==> config.mk <==
export PLATFORM = sky130hd
export DESIGN_NAME = div_unit
export DESIGN_NICKNAME = d
export VERILOG_FILES = /design/src/rtl/div_unit_pkg.sv /design/src/rtl/div_unit_iter.sv /design/src/rtl/div_unit.sv
export SDC_FILE = /design/constraint.sdc
export NUM_CORES = 1
export LEC_CHECK = 0
export CORE_UTILIZATION = 40
export CTS_BUF_LIST = sky130_fd_sc_hd__clkbuf_2
export DETAILED_ROUTE_END_ITERATION = 12
export PLACE_DENSITY_LB_ADDON = 0.15
export SLEW_MARGIN = 20
export SYNTH_ARGS = -nofsm -noshare
export SYNTH_HDL_FRONTEND = slang
export SYNTH_SLANG_ARGS = --single-unit
export TNS_END_PERCENT = 10
==> constraint.sdc <==
create_clock -name clk -period 3.38 [get_ports clk]
set_input_delay 0.338 -clock clk [delete_from_list [all_inputs] [get_ports clk]]
set_output_delay 0.338 -clock clk [all_outputs]
set_load 0.05 [all_outputs]
==> src/rtl/div_unit_pkg.sv <==
// rtl/div_unit_pkg.sv - shared encodings and widths for the RV32M divider
package div_unit_pkg;
   localparam int DATA_W = 32;
   localparam int CNT_W  = $clog2(DATA_W);

   localparam logic [1:0] OP_DIV  = 2'b00;
   localparam logic [1:0] OP_DIVU = 2'b01;
   localparam logic [1:0] OP_REM  = 2'b10;
   localparam logic [1:0] OP_REMU = 2'b11;

   typedef enum logic [1:0] {IDLE, CALC, FIX, DONE} state_t;
endpackage

==> src/rtl/div_unit_iter.sv <==
// rtl/div_unit_iter.sv - unsigned restoring shift-subtract core, one quotient bit per step
module udiv_iter #(
   parameter int n = 32
) (
   input  logic         clk,
   input  logic         rst,
   input  logic         load,
   input  logic         step,
   input  logic [n-1:0] dividend,
   input  logic [n-1:0] divisor,
   output logic [n-1:0] quotient,
   output logic [n-1:0] remainder
);
   logic [n-1:0] q_r;
   logic [n-1:0] d_r;
   logic [n:0]   r_r;
   logic [n+1:0] shifted;
   logic [n+1:0] diff;

   // Dividend bits shift out of q_r as quotient bits shift in; diff[n+1] is the borrow.
   always_comb begin
      shifted = {r_r, q_r[n-1]};
      diff    = shifted - {2'b00, d_r};
   end

   always_ff @(posedge clk) begin
      if (rst) begin
         q_r <= '0;
         d_r <= '0;
         r_r <= '0;
      end else if (load) begin
         q_r <= dividend;
         d_r <= divisor;
         r_r <= '0;
      end else if (step) begin
         if (diff[n+1]) begin
            r_r <= shifted[n:0];
            q_r <= {q_r[n-2:0], 1'b0};
         end else begin
            r_r <= diff[n:0];
            q_r <= {q_r[n-2:0], 1'b1};
         end
      end
   end

   assign quotient  = q_r;
   assign remainder = r_r[n-1:0];
endmodule

==> src/rtl/div_unit.sv <==
// rtl/div_unit.sv - multi-cycle DIV/DIVU/REM/REMU execute unit with flush support
module div_unit
   import div_unit_pkg::*;
#(
   parameter int n = DATA_W
) (
   input  logic         clk,
   input  logic         rst,
   input  logic         start,
   input  logic         kill,
   input  logic [1:0]   op,
   input  logic [n-1:0] rs1_val,
   input  logic [n-1:0] rs2_val,
   input  logic [4:0]   rd_in,
   output logic         busy,
   output logic         done,
   output logic         wr_en,
   output logic [n-1:0] result,
   output logic [4:0]   rd_out
);
   state_t             state_q, state_d;
   logic               rem_sel_q, q_neg_q, r_neg_q;
   logic [4:0]         rd_q;
   logic [CNT_W-1:0]   cnt_q;
   logic [n-1:0]       result_q;
   logic [4:0]         rd_out_q;

   logic               is_signed, a_neg, b_neg, div_zero, ovf, special, accept;
   logic               load, step;
   logic [n-1:0]       a_mag, b_mag, special_res, quo, rem, q_fix, r_fix, fix_res;

   always_comb begin
      is_signed = ~op[0];
      a_neg     = is_signed & rs1_val[n-1];
      b_neg     = is_signed & rs2_val[n-1];
      a_mag     = a_neg ? -rs1_val : rs1_val;
      b_mag     = b_neg ? -rs2_val : rs2_val;
      div_zero  = (rs2_val == '0);
      ovf       = is_signed && (rs1_val == {1'b1, {(n-1){1'b0}}}) && (rs2_val == '1);
      special   = div_zero | ovf;
      accept    = start && !kill && (state_q == IDLE || state_q == DONE);
      // Divide-by-zero and signed overflow resolve without iterating.
      if (div_zero) special_res = op[1] ? rs1_val : '1;
      else          special_res = op[1] ? '0 : rs1_val;
      q_fix     = q_neg_q ? -quo : quo;
      r_fix     = r_neg_q ? -rem : rem;
      fix_res   = rem_sel_q ? r_fix : q_fix;
   end

   always_comb begin
      state_d = state_q;
      load    = 1'b0;
      step    = 1'b0;
      case (state_q)
         IDLE, DONE: begin
            state_d = IDLE;
            if (accept) begin
               if (special) begin
                  state_d = DONE;
               end else begin
                  state_d = CALC;
                  load    = 1'b1;
               end
            end
         end
         CALC: begin
            if (kill) begin
               state_d = IDLE;
            end else begin
               step = 1'b1;
               if (cnt_q == CNT_W'(n - 1)) state_d = FIX;
            end
         end
         FIX:     state_d = kill ? IDLE : DONE;
         default: state_d = IDLE;
      endcase
   end

   always_ff @(posedge clk) begin
      if (rst) state_q <= IDLE;
      else     state_q <= state_d;
   end

   always_ff @(posedge clk) begin
      if (rst) begin
         rem_sel_q <= 1'b0;
         q_neg_q   <= 1'b0;
         r_neg_q   <= 1'b0;
         rd_q      <= '0;
         cnt_q     <= '0;
         result_q  <= '0;
         rd_out_q  <= '0;
      end else begin
         if (accept) begin
            rem_sel_q <= op[1];
            q_neg_q   <= a_neg ^ b_neg;
            r_neg_q   <= a_neg;
            rd_q      <= rd_in;
            cnt_q     <= '0;
            if (special) begin
               result_q <= special_res;
               rd_out_q <= rd_in;
            end
         end
         if (state_q == CALC && !kill) cnt_q <= cnt_q + 1'b1;
         if (state_q == FIX && !kill) begin
            result_q <= fix_res;
            rd_out_q <= rd_q;
         end
      end
   end

   udiv_iter #(.n(n)) u_iter (
      .clk       (clk),
      .rst       (rst),
      .load      (load),
      .step      (step),
      .dividend  (a_mag),
      .divisor   (b_mag),
      .quotient  (quo),
      .remainder (rem)
   );

   assign busy   = (state_q == CALC) || (state_q == FIX);
   assign done   = (state_q == DONE);
   assign wr_en  = done;
   assign result = result_q;
   assign rd_out = rd_out_q;
endmodule
# Word-level counts from Yosys, hierarchy flattened

Cells that the tools add are included.
Widths: inputs -> output; s select.

Add/sub/neg operators: 6
Multiply operators: 0
Divide/modulo/power cells: 0
Magnitude comparators: 0
Equality and inequality tests: 7
Shift-type cells: 0
Muxes and demuxes: 31
Bitwise gates (word level): 5
Reductions and logical operators: 18

Operator list:

| kind                 | number |
|---|---|
| $mux 32              | 13 |
| $neg 32->32          | 4 |
| $eq 32x32->1 const B | 2 |
| $sub 34x32->34       | 1 |
| $mux 33              | 1 |
| $logic_not 32->1     | 1 |
| $mux 5               | 5 |
| $mux 2               | 5 |
| $reduce_bool 2->1    | 4 |
| $logic_and 1x1->1    | 6 |
| $mux 1               | 6 |
| $pmux 2 s3           | 1 |
| $add 5x1->5 const B  | 1 |
| $eq 5x5->1 const B   | 1 |
| $eq 2x2->1 const B   | 2 |
| $reduce_or 2->1      | 2 |
| $ne 3x3->1 const B   | 1 |
| $and 1x1->1          | 2 |
| $eq 2x1->1 const B   | 1 |
| $logic_not 2->1      | 1 |
| $logic_or 1x1->1     | 2 |
| $reduce_and 2->1     | 1 |
| $logic_not 1->1      | 1 |
| $not 1->1            | 1 |
| other kinds (2)      | 2 |

Flip-flop bits (word level): 149
Latch bits: 0
Memory bits (writable): 0
ROM bits: 0
Bits of input ports: 75
Word-level logic and storage cells: 78
Memories kept: 0

# Logic depth before layout (Yosys ltp)

Gate-level depths: netlist of run 1.

Depth after elaboration: 8
Depth in mapped cells: 13
Depth with buffers taken out: 12

# Cells and area by module

A second synthesis of run 1 with hierarchy kept.

Cells, all modules: 1539
Area total of the unflattened synthesis: 11912.7 sq um

Modules (own cells, without submodules):

| module    | instances | cells each | area an instance (sq um) | sequential area each (sq um) |
|---|---|---|---|---|
| udiv_iter | 1         | 736        | 6050.8                   | 1941.9 |
| div_unit  | 1         | 803        | 5861.9                   | 1041.0 |

# Worst setup path after synthesis of run 1

No wires, ideal clock.

Path type: reg-to-reg
Start point: reg u_iter.r_r[17]
End point: reg result_q[31], in the netlist result[31]
Arrival: 3.261 ns
Data required time: 3.268 ns
Setup slack: 0.007 ns
Cell stages (with the launch flop): 10
Buffers on the path: 0
Clock period less this slack: 3.373 ns
Path through: dfxtp_1 > or4_4 > or3_4 > or4_4 > or4_1 > or2_1 > o41ai_2 > xor2_1 > and3_1 > a2111oi_1

Cells in the longest elaborated chain, start to end: 4

RTL lines:

| element                | RTL line            | source |
|---|---|---|
| start, declared        | div_unit_iter.sv:16 | `logic [n:0] r_r;` |
| start signal, assigned | div_unit_iter.sv:37 | `r_r <= shifted[n:0];` |
| start signal, assigned | div_unit_iter.sv:40 | `r_r <= diff[n:0];` |
| $neg 32->32            | div_unit.sv:46      | `r_fix = r_neg_q ? -rem : rem;` |
| $mux 32                | div_unit.sv:46      |  |
| $mux 32                | div_unit.sv:47      | `fix_res = rem_sel_q ? r_fix : q_fix;` |
| $mux 32                | div_unit.sv:106     | `if (state_q == FIX && !kill) begin` |
| end signal, assigned   | div_unit.sv:101     | `result_q <= special_res;` |
| end signal, assigned   | div_unit.sv:107     | `result_q <= fix_res;` |
| end, declared          | div_unit.sv:25      | `logic [n-1:0] result_q;` |

Every way passes these cells.
A chain may end at the register's enable or synchronous reset.

# Worst setup path in the final report of run 1

Ends and elaborated chain as after synthesis.

==> results of run 1 <==
per-stage QoR:
stage                     instance area, um2  setup slack [ns]  cells  TNS [ns]  utilization, %
after floorplan                        11200           0.00662   1547         0               -
after global placement                 13500           -0.0984   2045     -4.75            49.5
after detailed placement               13500            -0.168   2045     -8.71            49.5
after CTS                              13700            0.0140   2078         0            50.3
after global routing                   13800          -0.00950   2079  -0.00950            50.5
final                                  13800             0.110   2079         0            50.5
metal layers:
metal | vias up | share of wire [%] | routed length [um]
met5 | - | 0 | 0
met2 | 317 | 46 | 15900
met4 | 0 | 2.1 | 717
li1 | 5852 | - | -
met3 | 41 | 4.8 | 1670
met1 | 5376 | 48 | 16600
layout by cell type, fill, tap and decap left out, drive strengths merged, types with 3 or more instances in the layout:
cell | synthesis | layout
a21o | 11 | 11
ha | 42 | 42
a21oi | 117 | 117
o21a | 3 | 3
a211oi | 118 | 118
mux2i | 28 | 28
o22ai | 5 | 5
xor2 | 68 | 68
nand3 | 25 | 25
and3 | 8 | 8
clkinv | 0 | 5
o41ai | 15 | 15
o21ai | 98 | 98
nor3 | 37 | 37
a21boi | 3 | 3
dfxtp | 149 | 149
a211o | 3 | 3
clkinvlp | 0 | 4
xnor2 | 80 | 80
nor4 | 12 | 12
or2 | 5 | 5
nor2b | 12 | 12
o31ai | 28 | 28
a31oi | 9 | 9
nand2 | 188 | 188
o21bai | 3 | 3
buf | 17 | 124
o211ai | 6 | 6
nor2 | 191 | 191
clkbuf | 94 | 17
inv | 54 | 60
nor4b | 3 | 3
a311oi | 33 | 33
clkdlybuf4s50 | 0 | 113
or4 | 14 | 14
nand4 | 14 | 14
nand2b | 13 | 13
or3 | 18 | 18
how the worst max path moves through the flow:
stage / start / endpoint
after floorplan: u_iter.r_r[17] / result[31]
after global placement: rs1_val[22] / result[3]
after detailed placement: rs1_val[22] / result[5]
after CTS: u_iter.r_r[17] / result[31]
after global routing: u_iter.r_r[17] / result[29]
final: u_iter.r_r[17] / result[31]
report_power, final:
part           internal [mW]  switching (mW)  leakage, nW  total (mW)
Combinational          0.651           0.814         3.83        1.47
Sequential              1.84          0.0815         1.22        1.92
Clock                  0.209           0.759        0.120       0.968
Total                   2.70            1.65         5.16        4.35
tightest hold or removal path: stages:
cell and delay (ns):
clkdlybuf4s50_1 0.41, nand2_1 0.08, a21oi_1 0.05
what timing repair did:
item | CTS | global route
setup endpoints to repair | 1 | 5
hold buffers | 1 | 0
gates resized for setup | 0 | 10
pin swaps | 1 | 4
endpoints found under the hold margin | 10 | 0
state kept, by name, indices dropped and copies added (netlist names):
signal and cells:
q_neg_q 1, u_iter.d_r 32, state_q 2, rem_sel_q 1
cnt_q 5, rd_q 5, r_neg_q 1, result 32
rd_out 5, u_iter.r_r 33, u_iter.quotient 32
final cells by class:
type / instances / area, um2
clock inverter: 15 / 121
inverter: 54 / 203
sequential: 149 / 2990
multi-input combinational: 1233 / 7700
clock buffer: 17 / 85.1
fill: 2681 / 13500
antenna: 1 / 2.50
tap: 372 / 465
timing repair buffer: 238 / 2180
cell families after synthesis:
logic type               Yosys count  synth area share, %
multiplexers                      28                 2.49
XOR/XNOR                         148                 11.5
buffers and inverters            165                 5.68
AND/OR/NAND/NOR                  547                 21.8
flip-flops                       149                 26.5
AO/OA/AOI/OAI                    465                 27.0
adder cells (fa/ha/maj)           45                 5.03
==> results_dict.tcl, run 1 <==
set metrics [dict create \
    grt_antenna_before_repair 1 \
    cap_violations 0 \
    fmax_mhz 306 \
    grt_pass1_wl_um 56000 \
    drc 0 \
    synth.area.top_cells "dfxtp_1 27%, a211oi_1 7.9%, nor2_1 6.3%, nand2_1 6.3%, xnor2_1 6.2%" \
    synth_top_cell_by_area "dfxtp_1" \
    hold_class "input pin to register" \
    synth_area_mm2 0.0112 \
    gr-usage-met3_pct 2.89 \
    max_stage_delay_ns 0.53 \
    reg2regPathDepth 9 \
    dieArea_mm2 0.0288 \
    clk_path_buf_depth 2 \
    vias_per_cell 5.57 \
    die_y_um 170 \
    grt_usage_pct 24.5 \
    grt_max_degree 105 \
    slew_violations 0 \
    clock_sinks 149 \
    r2r_setup_slack_ns 0.11 \
    yosys.cell_types.count 61 \
    grt_remaining_overflow 0 \
    finalSetupViolations 0 \
    die_x_um 170 \
    row_count 60 \
    synth.most_common_cell "nor2_1" \
    fin_worst_skew_ns 0.0754 \
    hold_violations 0 \
    power_density_mw_per_mm2 316 \
    ys_seq_elements 149 \
    outcome "completed" \
    synth_common_cells "190 x nor2_1, 188 x nand2_1, 149 x dfxtp_1, 118 x a211oi_1, 117 x a21oi_1" \
    crit_chain "or4_4, or3_4, or4_4, or4_4, or2_4, o41ai_4, xor2_1, and3_1, a2111oi_2" \
    htreeDepth 4 \
    r2r_start "u_iter.r_r[17]" \
    port_buffers 114 \
    min_path_cells 3 \
    place_congestion 0.880 \
    relSlewSlack_pct 30.4 \
    synth.avg_cell_area_um2 7.27 \
    yosysSeqAreaShare_pct 26.5 \
    worst_hold_slack_ns 0.0990 \
    num_vias 11600 \
    dpl.hpwl_um 26700 \
    required_ns 4.04 \
    crit_buf_inv 0 \
    first_pass_iters 8 \
    holdCritStartpoint "rd_in[1]" \
    numCtsBuffers 17 \
    synth_edf_count 0 \
    wl_per_cell_um 16.8 \
    worst_path_most_repeated_cell "or4_4" \
    fin_crit_sh_pct 96.8 \
    ys.flop_type "dfxtp_1" \
    synth_top_area_share_pct 26.5 \
    worst_pin_slew_ns 1.04 \
    p_leak_nw 5.16 \
    initial_core_util_pct 41.2 \
    timing.critical_path.fanout_max 2 \
    dr.first_iter.drc_count 818 \
    crit_type "register to register" \
    cts_setup_buffers 0 \
    ant_nets 0 \
    top_usage_layer "met2" \
    cp_slowest_cell "or4_4" \
    finalPower_mw 4.35 \
    async_flop_share_pct 0 \
    path_clk_slew_ns 0.29 \
    worstSkewPairLatency_ns 0.78 \
    worstPathArrival_ns 3.93 \
    synth_cells 1547 \
    met1_usage_pct 33.7 \
    met2_usage_pct 39.7 \
    crit_family "simple AND/OR/NAND/NOR gates" \
    post-route-min-period_ns 3.27 \
    min_to "rd_q[1]" \
    start_kind "register" \
    rsz0062_at_grt "yes" \
    syn_to_final_growth_pct 22.4 \
    syn-num-nets 1665 \
    r2r_end "result[31]" \
    end_kind "register" \
    io_pins 115 \
    peakVddDrop_uv 166 \
    first_global_vias 10600 \
    routed_wl_um 34900 \
    drive_gt1_share_pct 10.8 \
    path_depth 9 \
    synth-warning-count 0 \
    cts-root-buf "clkbuf_2" \
    cts_tree "done" \
    core_mm2 0.0273 \
    nets 1811 \
]
(Power assumes the default switching activity.)
==> run 2, diff against run 1 <==
Settings changed: CORE_UTILIZATION 40 to 50.
==> run 2 against run 1 <==
  * The flow now finishes with violations (DRC)
  * Total power down 0.70%
  * Clock skew down 0.025 ns
  * Clock power up 0.5%
  * Register-to-register slack worse by 0.09 ns
  * Critical path type unchanged
  * Largest power group unchanged
==> results_dict.tcl, run 2 (same netlist as run 1, synthesis figures left out) <==
set metrics [dict create \
    cap_violations 0 \
    setup_slack_ns 0.0245 \
    clk_path_buf_depth 2 \
    die_x_um 152 \
    fin_worst_skew_ns 0.0505 \
    place_congestion 0.888 \
    largest_reg_flops 33 \
    cts_tree "done" \
    grt_max_degree 92 \
    wl_per_cell_um 17.0 \
    relSlewSlack_pct 39.9 \
    dieArea_mm2 0.0231 \
    final_common_cell "nor2_1" \
    row_count 54 \
    grt_remaining_overflow 0 \
    end_kind "register" \
    dpl_cell_area_mm2 0.0132 \
    vias_per_cell 5.90 \
    io_pins 115 \
    drive_gt1_share_pct 9.31 \
    hold_violations 0 \
    required_ns 4.02 \
    fin_crit_sh_pct 99.3 \
    post-route-min-period_ns 3.36 \
    cts-root-buf "clkbuf_2" \
    final_core_util_pct 61.3 \
    clock_sinks 149 \
    finalSetupViolations 0 \
    initial_core_util_pct 51.2 \
    final_cell_mix "189 x nor2_1, 187 x nand2_1, 147 x dfxtp_1, 118 x a211oi_1, 116 x a21oi_1" \
    slew_violations 0 \
    nets 1791 \
    die_y_um 152 \
    peakVddDrop_uv 164 \
    fillers 2080 \
    worst_hold_slack_ns 0.124 \
    outcome "finished, violations left" \
    core_mm2 0.0220 \
    routed_wl_um 33500 \
    dpl.hpwl_um 25400 \
    grt_antenna_before_repair 2 \
    dr.first_iter.drc_count 823 \
    ant_nets 0 \
    port_buffers 114 \
    worst_pin_slew_ns 0.902 \
    path_clk_slew_ns 0.26 \
    power_density_mw_per_mm2 321 \
    grt_pass1_wl_um 54900 \
    top_register "u_iter.r_r" \
    worstPathArrival_ns 4.00 \
    rsz0062_at_grt "yes" \
    p_leak_nw 5.06 \
    violations "DRC" \
    drc 24 \
    syn_to_final_growth_pct 19.7 \
    num_vias 11600 \
    fmax_mhz 298 \
    timing.critical_path.fanout_max 3 \
    first_global_vias 10700 \
    start_kind "register" \
    htreeDepth 4 \
    grt_usage_pct 29.1 \
    numCtsBuffers 17 \
    first_pass_iters 9 \
    worstSkewPairLatency_ns 0.76 \
    hold_class "input pin to register" \
    final_area_mm2 0.0135 \
    post-place-ws_ns -0.184 \
    crit_type "register to register" \
]
-- run 2: changes by cell type in the layout (fill, tap and decap cells not counted), sizes merged --
cell	change
bufinv	+1
clkbuf	+1
clkinv	+3
diode	+1
buf	-20
clkinvlp	+1
inv	-6
-- run 2: layout make-up --
cell class	instances	area [um2]	area share (%)
Tap cell	280	350	2.60
Clock inverter	14	114	0.846
Inverter	54	203	1.51
Timing Repair Buffer	218	2030	15.1
Sequential cell	149	2990	22.2
Antenna cell	2	5.00	0.0372
Multi-Input combinational cell	1233	7670	57.0
Clock buffer	18	90.1	0.670
-- run 2: worst max-delay path: stages, from the launching register on --
cell,delay (ns)
dfxtp_1,0.36
or4_4,0.53
or3_4,0.34
or4_4,0.43
or4_1,0.49
or2_1,0.25
o41ai_2,0.23
xor2_1,0.11
and3_1,0.19
a2111oi_1,0.35
-- run 2: layer usage --
layer	up-vias	wire [um]	global-route usage [%]
met1	5410	15600	39.0
met5	-	0	0
met3	53	1680	3.74
li1	5808	-	-
met4	0	1010	11.2
met2	350	15300	47.7
-- run 2: worst paths after layout --
| path | depth (start not counted) | slack, ns | from | end |
|---|---|---|---|---|
| setup reg to reg | 9 | 0.02 | u_iter.r_r[17] | result[31] |
| hold / removal | 3 | 0.12 | rd_in[1] | rd_q[1] |
| hold reg to reg | 2 | 0.48 | rd_q[3] | rd_q[3] |
| setup / recovery | 9 | 0.02 | u_iter.r_r[17] | result[31] |
-- run 2: per-stage QoR --
stage | instances | TNS (ns) | power, mW
2_1_floorplan | 1547 | 0 | 2.85
3_3_place_gp | 1933 | -2.49 | 3.34
3_5_place_dp | 1933 | -6.20 | 3.36
4_1_cts | 1966 | 0 | 4.32
5_1_grt | 1968 | -0.108 | 4.56
6_report | 1968 | 0 | 4.32
-- run 2: where the power goes --
part	total, mW	internal [mW]	switching (mW)
combinational	1.43	0.628	0.803
clock	0.973	0.258	0.715
sequential	1.92	1.84	0.0806
total	4.32	2.72	1.60
-- run 2: repair_timing --
item / CTS / global route
hold buffers: 1 / 0
endpoints found under the hold margin: 1 / 0
pin swaps: 1 / 1
endpoints found under the setup margin: 1 / 5
buffers inserted: 0 / 0
gates resized for setup: 0 / 3
